File: config.mk
export PLATFORM = sky130hd
export DESIGN_NAME = nco_freq_meter_flat
export DESIGN_NICKNAME = d
export VERILOG_FILES = /design/src/rtl/nco_freq_meter_if.sv /design/src/rtl/nco_freq_meter.sv /design/src/flat_wrapper.sv
export SDC_FILE = /design/constraint.sdc
export NUM_CORES = 1
export LEC_CHECK = 0
export CORE_ASPECT_RATIO = 1.2
export CORE_MARGIN = 4
export CORE_UTILIZATION = 60
export CTS_CLUSTER_DIAMETER = 200
export DETAILED_ROUTE_END_ITERATION = 8
export GPL_ROUTABILITY_DRIVEN = 0
export HOLD_SLACK_MARGIN = 0.08
export PLACE_DENSITY = 0.81
export SKIP_LAST_GASP = 1
export SYNTH_ARGS = -nofsm -noshare
export SYNTH_HDL_FRONTEND = slang
export SYNTH_SLANG_ARGS = --single-unit
File: constraint.sdc
create_clock -name clk -period 5.5 [get_ports clk]
set_clock_uncertainty 0.2 [all_clocks]
set_input_delay 1.1 -clock clk [delete_from_list [all_inputs] [get_ports clk]]
set_output_delay 1.1 -clock clk [all_outputs]
set_load 0.01 [all_outputs]
File: src/rtl/nco_freq_meter_if.sv
// Measurement bus of the NCO frequency/period meter.
// The master drives control and the signal; the slave returns results.
interface nco_freq_meter_if #(
  parameter int CNT_W = 8
);
  logic             enable;
  logic             mode;
  logic             sig_in;
  logic [CNT_W-1:0] count;
  logic             count_valid;
  logic             overflow;

  modport master (
    output enable,
    output mode,
    output sig_in,
    input  count,
    input  count_valid,
    input  overflow
  );

  modport slave (
    input  enable,
    input  mode,
    input  sig_in,
    output count,
    output count_valid,
    output overflow
  );
endinterface

File: src/rtl/nco_freq_meter.sv
// Frequency (edges per gate) or period (clks per cycle) meter
// for an asynchronous square wave such as a looped-back NCO MSB.
module nco_freq_meter #(
  parameter int GATE_LOG2 = 10,
  parameter int CNT_W     = 8
) (
  input  logic         clk,
  input  logic         rst,
  nco_freq_meter_if.slave bus
);

  typedef enum logic [1:0] {
    IDLE,
    FREQ,
    ARM,
    PER
  } state_e;

  localparam logic [CNT_W-1:0]     CMAX = '1;
  localparam logic [GATE_LOG2-1:0] GMAX = '1;

  state_e               state_q, state_d;
  logic                 mode_q, mode_d;
  logic [GATE_LOG2-1:0] gate_q, gate_d;
  logic [CNT_W-1:0]     edges_q, edges_d;
  logic                 sat_q, sat_d;
  logic [CNT_W-1:0]     per_q, per_d;
  logic [CNT_W-1:0]     count_q, count_d;
  logic                 ovf_q, ovf_d;
  logic                 valid_q, valid_d;
  logic                 s1_q, s2_q, s3_q;
  logic                 rise;

  // Synchronizer and edge flop run independently of enable
  assign rise = s2_q & ~s3_q;

  always_ff @(posedge clk) begin
    if (rst) begin
      state_q <= IDLE;
      mode_q  <= 1'b0;
      gate_q  <= '0;
      edges_q <= '0;
      sat_q   <= 1'b0;
      per_q   <= '0;
      count_q <= '0;
      ovf_q   <= 1'b0;
      valid_q <= 1'b0;
      s1_q    <= 1'b0;
      s2_q    <= 1'b0;
      s3_q    <= 1'b0;
    end else begin
      state_q <= state_d;
      mode_q  <= mode_d;
      gate_q  <= gate_d;
      edges_q <= edges_d;
      sat_q   <= sat_d;
      per_q   <= per_d;
      count_q <= count_d;
      ovf_q   <= ovf_d;
      valid_q <= valid_d;
      s1_q    <= bus.sig_in;
      s2_q    <= s1_q;
      s3_q    <= s2_q;
    end
  end

  always_comb begin
    state_d = state_q;
    mode_d  = mode_q;
    gate_d  = gate_q;
    edges_d = edges_q;
    sat_d   = sat_q;
    per_d   = per_q;
    count_d = count_q;
    ovf_d   = ovf_q;
    valid_d = 1'b0;
    if (!bus.enable) begin
      state_d = IDLE;
      gate_d  = '0;
      edges_d = '0;
      sat_d   = 1'b0;
      per_d   = '0;
    end else begin
      unique case (state_q)
        IDLE: begin
          mode_d  = bus.mode;
          gate_d  = '0;
          edges_d = '0;
          sat_d   = 1'b0;
          per_d   = '0;
          state_d = mode_d ? ARM : FREQ;
        end
        FREQ: begin
          gate_d = gate_q + 1'b1;
          if (rise) begin
            if (edges_q == CMAX) sat_d = 1'b1;
            else edges_d = edges_q + 1'b1;
          end
          // Last gate cycle: publish, next window starts clean
          if (gate_q == GMAX) begin
            count_d = edges_d;
            ovf_d   = sat_d;
            valid_d = 1'b1;
            edges_d = '0;
            sat_d   = 1'b0;
          end
        end
        ARM: begin
          if (rise) begin
            state_d = PER;
            per_d   = {{(CNT_W-1){1'b0}}, 1'b1};
          end
        end
        PER: begin
          // per_q holds clks elapsed since the previous rise
          if (rise) begin
            count_d = per_q;
            ovf_d   = 1'b0;
            valid_d = 1'b1;
            per_d   = {{(CNT_W-1){1'b0}}, 1'b1};
          end else if (per_q == CMAX) begin
            count_d = CMAX;
            ovf_d   = 1'b1;
            valid_d = 1'b1;
            per_d   = '0;
            state_d = ARM;
          end else begin
            per_d = per_q + 1'b1;
          end
        end
        default: state_d = IDLE;
      endcase
    end
  end

  assign bus.count       = count_q;
  assign bus.overflow    = ovf_q;
  assign bus.count_valid = valid_q;

endmodule
File: src/flat_wrapper.sv
// flat-port wrapper written by rule: the top's interface ports become plain ports
module nco_freq_meter_flat 
#(
  parameter int GATE_LOG2 = 10,
  parameter int CNT_W     = 8
)
  (clk, rst, bus_enable, bus_mode, bus_sig_in, bus_count, bus_count_valid, bus_overflow);
  nco_freq_meter_if #(.CNT_W(CNT_W)) bus_i ();
  input  logic clk;
  input  logic rst;
  input wire logic [$bits(bus_i.enable)-1:0] bus_enable;
  input wire logic [$bits(bus_i.mode)-1:0] bus_mode;
  input wire logic [$bits(bus_i.sig_in)-1:0] bus_sig_in;
  output wire logic [$bits(bus_i.count)-1:0] bus_count;
  output wire logic [$bits(bus_i.count_valid)-1:0] bus_count_valid;
  output wire logic [$bits(bus_i.overflow)-1:0] bus_overflow;
  assign bus_i.enable = bus_enable;
  assign bus_i.mode = bus_mode;
  assign bus_i.sig_in = bus_sig_in;
  assign bus_count = bus_i.count;
  assign bus_count_valid = bus_i.count_valid;
  assign bus_overflow = bus_i.overflow;
  nco_freq_meter #(.GATE_LOG2(GATE_LOG2), .CNT_W(CNT_W)) u_core (.clk(clk), .rst(rst), .bus(bus_i));
endmodule
==> insert_results.sql <==
INSERT INTO impl_metrics (metric_group, metric, value, unit) VALUES
('run_status', 'result_of_the_run', 'finished clean', ''),
('detailed_routing', 'route.detailed.wl_per_inst', '15.0', 'um'),
('sta', 'period_minus_slack', '3100', 'ps'),
('sta', 'max_clock_freq', '322', 'MHz'),
('sta', 'final_hold_violation_count', '0', ''),
('layout', 'layout_commonest_cell', 'sky130_fd_sc_hd__dfxtp_1', ''),
('sta', 'rsz0062_at_grt', 'false', ''),
('global_route', 'antenna_found_initial', '0', ''),
('floorplan', 'pin_count', '15', ''),
('cts', 'clock_latency_of_the_later_clocked_register_in_the_worst_skew_pair', '290', 'ps'),
('layout', 'final_cell_mix', 'sky130_fd_sc_hd__dfxtp_1 (42), sky130_fd_sc_hd__nor2_1 (32), sky130_fd_sc_hd__a21oi_1 (24)', ''),
('global_route', 'globalRouteOverflowTotal', '0', ''),
('global_route', 'grt_start_max_net_pins', '32', ''),
('floorplan', 'die_w', '63.3', 'um'),
('cts', 'ctsHoldBuffers', '0', ''),
('cts', 'cts.htree.levels', '2', ''),
('floorplan', 'fp.dieH', '74.3', 'um'),
('sta', 'max_slew.worst_pin.slew', '1160', 'ps'),
('detailed_routing', 'drt_first_iter_violations', '89', ''),
('detailed_routing', 'drt_pre_antenna_iters', '4', ''),
('synth', 'ys_seq_area_frac', '0.382', ''),
('synth', 'library_cell_with_the_largest_summed_area_after_synthesis', 'sky130_fd_sc_hd__dfxtp_1', ''),
('synth', 'synth_top_cells_by_area', 'sky130_fd_sc_hd__dfxtp_1 (38%), sky130_fd_sc_hd__a21oi_1 (5.5%), sky130_fd_sc_hd__nor2_1 (5.5%)', ''),
('floorplan', 'die_area', '4700', 'um2'),
('synth', 'synth_seq_cells', '42', ''),
('detailed_routing', 'count_of_vias_placed_by_the_detailed_router', '1974', ''),
('critical_path', 'internal_reg_to_reg_setup_slack', '2990', 'ps'),
('layout', 'postLayoutCoreUtil', '0.703', ''),
('floorplan', 'placementRows', '23', ''),
('synth', 'ys_dominant_reg_cell', 'sky130_fd_sc_hd__dfxtp_1', ''),
('critical_path', 'critical_path_required', '5430', 'ps'),
('global_route', 'grt_first_pass_wirelength', '8110', 'um'),
('synth', 'post_synthesis_area_per_instance', '8.21', 'um2'),
('sta', 'timing.slew.headroom', '0.227', ''),
('pwr', 'cellLeakagePower', '0.793', 'nW'),
('pwr', 'switching_fraction_of_total_power', '0.229', ''),
('critical_path', 'crit_arrival', '3030', 'ps'),
('cts', 'numCtsBuffers', '5', ''),
('hold_path', 'min_to', 'u_core.s2_q', ''),
('sta', 'final_critical_path_setup_slack', '2400', 'ps'),
('cts', 'cts_buffer_depth', '2', ''),
('critical_path', 'setup.worst_path.class', 'input port to flop', ''),
('cts', 'clockRootBuffer', 'sky130_fd_sc_hd__clkbuf_8', ''),
('synth', 'synth_cell_types', '48', ''),
('critical_path', 'critical-path-slowest-cell', 'sky130_fd_sc_hd__nand2b_1', ''),
('critical_path', 'critical-path-top-delay-family', 'simple AND/OR/NAND/NOR gates', ''),
('pwr', 'sequential_share_of_power', '0.573', ''),
('synth', 'synth-edff-count', '0', ''),
('cts', 'cts_sinks', '42', ''),
('critical_path', 'worst_r2r_path_depth', '4', ''),
('placement', 'place.port_buffers', '14', ''),
('hold_path', 'hold_path_depth', '1', ''),
('synth', 'fraction_of_synthesized_cell_area_taken_by_the_top_area_cell_type', '0.382', ''),
('synth', 'synthesis.nets', '276', ''),
('synth', 'synthesized_netlist_cell_count', '268', ''),
('critical_path', 'crit_start_category', 'input port', ''),
('floorplan', 'fp.coreArea', '3420', 'um2'),
('layout', 'nets', '282', ''),
('cts', 'cts_post_setup_buffers_inserted', '0', ''),
('global_route', 'track_usage', '0.215', ''),
('sta', 'setup_total_negative_slack', '0', 'ps'),
('synth', 'async_reset_ff_frac', '0', ''),
('pwr', 'power.clock.fraction', '0.357', ''),
('sta', 'worst_hold_slack', '249', 'ps'),
('hold_path', 'worstHoldStart', 'u_core.s1_q', ''),
('critical_path', 'critPathLaunch', 'rst', ''),
('synth', 'synth_area', '2200', 'um2'),
('layout', 'area_delta_synth_final', '9.32', '%'),
('pwr', 'power.density', '225', 'nW/um2'),
('placement', 'dp_hpwl', '3180', 'um'),
('cts', 'clkTransAtPathRegs', '70', 'ps');
## layout make-up
class                           count  area [um2]
Multi-Input combinational cell    206        1270
Fill cell                         307        1020
Sequential cell                    42         841
Timing Repair Buffer               15         148
Clock buffer                        6        82.6
Tap cell                           37        46.3
Inverter                            4        15.0
## cells by family after synthesis
group	share of synthesized area
muxes	0.0142
and+or+nand+nor	0.260
AOI/OAI and AO/OA	0.275
xor gates and xnor gates	0.0119
buffers and inverters	0.0392
adders and majority gates	0.0171
DFF	0.382
## sequential cells by signal, indices dropped and copies added (netlist names)
register                count
u_core.bus.count            8
u_core.bus.count_valid      1
u_core.bus.overflow         1
u_core.edges_q              8
u_core.gate_q              10
u_core.per_q                8
u_core.s1_q                 1
u_core.s2_q                 1
u_core.s3_q                 1
u_core.sat_q                1
u_core.state_q              2
## synth_stat cells (2+ instances only)
master and number:
sky130_fd_sc_hd__o211ai_1 7, sky130_fd_sc_hd__a31oi_1 4, sky130_fd_sc_hd__nand3_1 9, sky130_fd_sc_hd__dfxtp_1 42
sky130_fd_sc_hd__nand2_1 19, sky130_fd_sc_hd__o21ai_0 20, sky130_fd_sc_hd__and2_1 2, sky130_fd_sc_hd__o21a_1 4
sky130_fd_sc_hd__nor3b_1 2, sky130_fd_sc_hd__nor2_1 32, sky130_fd_sc_hd__buf_2 3, sky130_fd_sc_hd__o221ai_1 2
sky130_fd_sc_hd__nand2b_1 4, sky130_fd_sc_hd__mux2i_1 2, sky130_fd_sc_hd__a311oi_1 4, sky130_fd_sc_hd__a21oi_1 24
sky130_fd_sc_hd__a21o_1 2, sky130_fd_sc_hd__and3_1 6, sky130_fd_sc_hd__nor3_1 11, sky130_fd_sc_hd__clkbuf_1 11
sky130_fd_sc_hd__a311oi_2 3, sky130_fd_sc_hd__nand3b_1 5, sky130_fd_sc_hd__o31ai_1 2, sky130_fd_sc_hd__or3_1 2
sky130_fd_sc_hd__nand4_1 2, sky130_fd_sc_hd__ha_1 3, sky130_fd_sc_hd__inv_1 4, sky130_fd_sc_hd__and4_1 2
sky130_fd_sc_hd__nor2b_1 7, sky130_fd_sc_hd__nor4_1 3, sky130_fd_sc_hd__a22oi_1 6, sky130_fd_sc_hd__xnor2_1 3
## worst max-delay path by stage
stage / to / slack, ps / cells after the start
2_1_floorplan: u_core.edges_q[0] / 3350 / 4
3_3_place_gp: u_core.edges_q[7] / 2090 / 3
3_5_place_dp: u_core.edges_q[6] / 2050 / 3
4_1_cts: u_core.edges_q[6] / 2380 / 3
5_1_grt: u_core.state_q[0] / 2200 / 3
6_report: u_core.edges_q[6] / 2400 / 3
## layer usage
metal / track usage / up-vias / routed length [um]
met2: 0.383 / 45 / 2230
met1: 0.251 / 915 / 2150
met5: 0 / - / 0
met4: 0.0887 / 0 / 102
li1: - / 1006 / -
met3: 0.0498 / 8 / 169
## worst register-to-register path, delay by kind of cell, from the launching register on
family | cells | cell delay (ps)
AOI/OAI and AO/OA | 2 | 800
and+or+nand+nor | 2 | 670
DFF | 1 | 750
## power groups by stage
| stage | Clock (mW) | Combinational (mW) | Sequential (mW) |
|---|---|---|---|
| 2_1_floorplan | 0 | 0.0277 | 0.316 |
| 3_3_place_gp | 0 | 0.0372 | 0.318 |
| 3_5_place_dp | 0 | 0.0376 | 0.318 |
| 4_1_cts | 0.197 | 0.0377 | 0.311 |
| 5_1_grt | 0.211 | 0.0419 | 0.311 |
| 6_report | 0.194 | 0.0377 | 0.311 |
## stage by stage
step | instance area [um2] | instances | power, mW
4_1_cts | 2410 | 310 | 0.546
5_1_grt | 2410 | 310 | 0.564
6_report | 2410 | 310 | 0.542
2_1_floorplan | 2200 | 268 | 0.344
3_5_place_dp | 2320 | 304 | 0.356
3_3_place_gp | 2320 | 304 | 0.355
Power figures use the tool's default switching activity.
